===== src/rtl/tt_scan_ctrl.sv =====
// Scan-chain master: shifts a CHAIN_LEN-bit word into the DPLL scan chain, LSB first, and captures what falls out.
// Latency: CHAIN_LEN shift cycles after acceptance, then a 1-cycle o_done pulse; back-to-back ops are CHAIN_LEN+2 cycles apart.
// Backpressure: i_start is accepted only in IDLE (o_busy=0); starts while busy are dropped, never queued.
//
// Ports:
//   i_clk_gen, i_rst_n          scan clock (shared with the chain flops), async active-low reset
//   i_start, i_shift_data       operation request and word to load (sampled only at acceptance)
//   o_busy, o_done              SHIFT/DONE indicator, 1-cycle capture-valid pulse
//   o_capture_data, o_mismatch  captured word (bit k = scan_out in shift cycle k), loopback-check result
//   o_scan_en, o_scan_in        registered drive of the chain scan port
//   i_scan_out                  chain output
//
// Build option: define TT_SCAN_CTRL_LOOPBACK_CHECK_EN to compare each captured word against the
// word shifted in by the previous operation; otherwise o_mismatch is tied to 0.

module tt_scan_ctrl #(
    parameter int CHAIN_LEN = 32,
    parameter int CNT_W     = $clog2(CHAIN_LEN + 1)
) (
    input  logic                 i_clk_gen,
    input  logic                 i_rst_n,
    input  logic                 i_start,
    input  logic [CHAIN_LEN-1:0] i_shift_data,
    output logic                 o_busy,
    output logic                 o_done,
    output logic [CHAIN_LEN-1:0] o_capture_data,
    output logic                 o_mismatch,
    output logic                 o_scan_en,
    output logic                 o_scan_in,
    input  logic                 i_scan_out
);

    localparam int IDX_W = (CHAIN_LEN > 1) ? $clog2(CHAIN_LEN) : 1;

    typedef enum logic [1:0] {
        ST_IDLE  = 2'd0,
        ST_SHIFT = 2'd1,
        ST_DONE  = 2'd2
    } state_t;

    state_t               state;
    logic [CNT_W-1:0]     cnt;
    // Latched word, rotated right once per shift cycle. Bit 1 is always the next bit to drive,
    // and after CHAIN_LEN rotations it holds the original word again (used by the loopback check).
    logic [CHAIN_LEN-1:0] shift_reg;
    logic                 last_bit;

    assign last_bit = (cnt == CNT_W'(CHAIN_LEN - 1));

    always_ff @(posedge i_clk_gen or negedge i_rst_n) begin
        if (!i_rst_n) begin
            state          <= ST_IDLE;
            cnt            <= '0;
            shift_reg      <= '0;
            o_capture_data <= '0;
            o_busy         <= 1'b0;
            o_done         <= 1'b0;
            o_scan_en      <= 1'b0;
            o_scan_in      <= 1'b0;
        end else begin
            case (state)
                ST_IDLE: begin
                    o_done <= 1'b0;
                    if (i_start) begin
                        shift_reg <= i_shift_data;
                        cnt       <= '0;
                        o_scan_en <= 1'b1;
                        o_scan_in <= i_shift_data[0];
                        o_busy    <= 1'b1;
                        state     <= ST_SHIFT;
                    end
                end
                ST_SHIFT: begin
                    // scan_out is sampled before the chain shifts on this same edge.
                    o_capture_data[cnt[IDX_W-1:0]] <= i_scan_out;
                    shift_reg <= {shift_reg[0], shift_reg[CHAIN_LEN-1:1]};
                    if (last_bit) begin
                        o_scan_en <= 1'b0;
                        o_scan_in <= 1'b0;
                        o_done    <= 1'b1;
                        state     <= ST_DONE;
                    end else begin
                        cnt       <= cnt + CNT_W'(1);
                        o_scan_in <= shift_reg[1];
                    end
                end
                ST_DONE: begin
                    o_done <= 1'b0;
                    o_busy <= 1'b0;
                    state  <= ST_IDLE;
                end
                default: begin
                    o_scan_en <= 1'b0;
                    o_scan_in <= 1'b0;
                    o_done    <= 1'b0;
                    o_busy    <= 1'b0;
                    state     <= ST_IDLE;
                end
            endcase
        end
    end

`ifdef TT_SCAN_CTRL_LOOPBACK_CHECK_EN
    logic [CHAIN_LEN-1:0] prev_word;
    logic                 prev_vld;
    logic [CHAIN_LEN-1:0] capture_nxt;

    // Full captured word as it will look in DONE, so the verdict lines up with o_done.
    always_comb begin
        capture_nxt                     = o_capture_data;
        capture_nxt[cnt[IDX_W-1:0]]     = i_scan_out;
    end

    always_ff @(posedge i_clk_gen or negedge i_rst_n) begin
        if (!i_rst_n) begin
            prev_word  <= '0;
            prev_vld   <= 1'b0;
            o_mismatch <= 1'b0;
        end else if (state == ST_SHIFT && last_bit) begin
            o_mismatch <= prev_vld && (capture_nxt != prev_word);
        end else if (state == ST_DONE) begin
            // shift_reg has completed a full rotation and equals the word just shifted in.
            prev_word <= shift_reg;
            prev_vld  <= 1'b1;
        end
    end
`else
    assign o_mismatch = 1'b0;
`endif

endmodule


===== config.mk =====
export PLATFORM = sky130hd
export DESIGN_NAME = tt_scan_ctrl
export DESIGN_NICKNAME = d
export VERILOG_FILES = /design/src/rtl/tt_scan_ctrl.sv
export SDC_FILE = /design/constraint.sdc
export NUM_CORES = 1
export LEC_CHECK = 0
export CORE_ASPECT_RATIO = 1.2
export CORE_MARGIN = 2
export CORE_UTILIZATION = 36
export DETAILED_ROUTE_END_ITERATION = 8
export GPL_TIMING_DRIVEN = 0
export MAX_ROUTING_LAYER = met4
export PLACE_DENSITY = 0.58
export RECOVER_POWER = 100
export SYNTH_ARGS = -nofsm -noshare
export SYNTH_HDL_FRONTEND = slang
export SYNTH_SLANG_ARGS = --single-unit

===== constraint.sdc =====
create_clock -name i_clk_gen -period 2.1 [get_ports i_clk_gen]
set_input_delay 0.315 -clock i_clk_gen [delete_from_list [all_inputs] [get_ports i_clk_gen]]
set_output_delay 0.315 -clock i_clk_gen [all_outputs]
set_load 0.03 [all_outputs]

==> reports/results.tsv <==
metric	value	unit
grt total ovfl	0	
H-Tree Depth	3	
slowest cell on the critical path	dlygate4sd3_1	
TritonCTS Buffers	9	
most frequent cells in the layout	dfrtp_1 (76), nand2_1 (37), dlygate4sd3_1 (37)	
multi-input logic area	1500	sq um
Pwr Density	1580	nW/um^2
row count	39	
Post-Synthesis Cells	320	
CTS tree	done	
Crit Path Class	reg2out	
Routed WL	7500	microns
leakage	2.13	nW
global placer's final weighted congestion	0.747	
Die ar.	10700	sq um
Cell variety after synth	40	
top_reg_cell synth	dfrtp_1	
n_diodes	0	
share of cells above drive strength 1	12.0	%
crit start category	flip-flop	
register area	1900	sq um
Clock Pin Slew Worst Setup and Hold Paths	60	ps
Power, Total	7.50	mW
WP data arrival	1440	ps
Num Clock Sinks	76	
Worst R2R Start	cnt[0]	
Worst Max-Slew Pin Slew	865	ps
crit-path max FO	2	
Total Routing Usage GR	15.8	%
Max-slew headroom	42.3	%
Hold WC Path Type	reg2reg	
final worst path period share	83.3	%
fin area	4750	sq um
unrepaired setup endpoints after global routing	false	
routed vias	2632	
peak per-stage delay on the critical path	740	ps
first-pass GRT wire length	13000	microns
root buf cell	clkbuf_16	
post-synth top area share	53.6	%
Initial Utilization	37.1	%
Placed Area	4440	sq um
initial antenna violation count	0	
syn_nets	360	
Die Span Y	113	microns
average cell area after synthesis	11.1	sq um
status	complete, no violations	
total iterations of the first detailed-routing run	4	
routed length per instance	14.1	microns
critical path cell sequence	dlygate4sd3_1	
worst setup path start	o_capture_data[16]	
Seq/Total Area, Yosys	53.6	%
final slew viol count	0	
post-route ant nets	0	
Synth Warn #	0	
Mapped Area	3550	sq um
number of synthesized flops with an enable pin	0	
Final WS setup	350	ps
Final HPWL DP	5510	microns
Critical Path RT	1780	ps
crit path buf inv count	1	
CP Capture Type	primary output	
floorplan core area	9560	sq um
Tmin final	1750	ps
Final #Nets	444	
leading cell type in the layout, fill and taps excluded	dfrtp_1	
Place WS	132	ps
Top Family by Delay on Critical Path	buffers and inverters	
skew final	5.84	ps
Seq cells post-synth	76	
placed cells	515	
Async SR Flop Fraction	100	%
Max-Cap Viols	0	
vias in the first global route	2654	
Skew-Pair Late Insertion Delay	330	ps
Hold Fails Final Rpt	0	
top cells by area, synth	dfrtp_1 (54%), mux2i_1 (9.0%), mux2_2 (6.0%)	
starting DRC count in detailed routing	122	
Finished Layout Cells	532	
max frequency	0.571	GHz
worst hold slack	478	ps
largest area contributor in the netlist	dfrtp_1	
Final setup viols	0	
largest net degree at the start of global routing	45	
Clock Tree Buf Depth	2	
beginning of the worst hold path	shift_reg[0]	
Fillers	916	
die span in x	94.6	microns
worst vdd ir	624	uV
drc violations	0	
Via density	4.95	
IO Port Bufs	71	
area growth from synthesis to layout	33.8	%
# IOs	73	
-- per-layer routing --
metal	vias up	wire, microns	track usage (%)
met3	11	477	3.66
met1	1263	3310	20.4
met5	-	0	-
met2	73	3580	24.3
met4	0	127	5.80
li1	1285	-	-
-- stage by stage --
| step | TNS, ps | util, % |
|---|---|---|
| 4_1_cts | 0 | 49.8 |
| 6_report | 0 | 49.7 |
| 2_1_floorplan | 0 | - |
| 3_3_place_gp | -159070 | 46.2 |
| 3_5_place_dp | 0 | 46.4 |
| 5_1_grt | 0 | 49.7 |
-- Yosys cell counts (all sizes together) (5+ instances only) --
master	count
a21oi	6
buf	13
clkbuf	10
dfrtp	76
inv	5
mux2	32
mux2i	32
nand2	37
nand3	15
nand3b	9
nor2	19
o211ai	5
o21ai	34
-- layout make-up --
class                      instances  area share [%]
sequential                        76            40.0
timing repair buffer              73            15.6
clock buffer                      10            4.82
inverter                           5           0.395
multi-input combinational        216            31.5
tap                              123            3.24
buffer                            23            2.50
clock inverter                     6            1.87
-- path summary, 6_finish.rpt --
path | end | slack [ps] | depth (start not counted)
max in group asynchronous | o_scan_en | 750 | 3
setup / recovery | o_capture_data[16] | 350 | 1
setup reg to reg | o_capture_data[22] | 370 | 5
hold reg to reg | shift_reg[0] | 480 | 1
hold / removal | shift_reg[0] | 480 | 1
min in group asynchronous | o_capture_data[9] | 640 | 2
-- cell families (layout without fill, tap and decap cells) --
logic type	Yosys count	in the layout	synth area share, %
adders and majority gates	4	4	1.41
and+or+nand+nor	94	94	13.3
buffers and inverters	28	117	3.98
DFF	76	76	53.6
AOI/OAI and AO/OA	53	53	8.46
muxes	64	64	19.2
other	1	1	0.106
-- what timing repair did --
action,4_1_cts,5_1_grt
hold buffers,1,0
gates resized for setup,0,0
setup buffers,0,0
hold endpoints to repair,32,0
-- power breakdown --
| part | total [mW] | leakage, nW | switching, mW | internal [mW] |
|---|---|---|---|---|
| logic | 3.26 | 1.06 | 1.88 | 1.39 |
| registers | 2.60 | 0.915 | 0.403 | 2.20 |
| clock network | 1.64 | 0.149 | 0.598 | 1.04 |
| total | 7.50 | 2.13 | 2.88 | 4.62 |
Note: power is estimated with default switching activity, not from simulation.
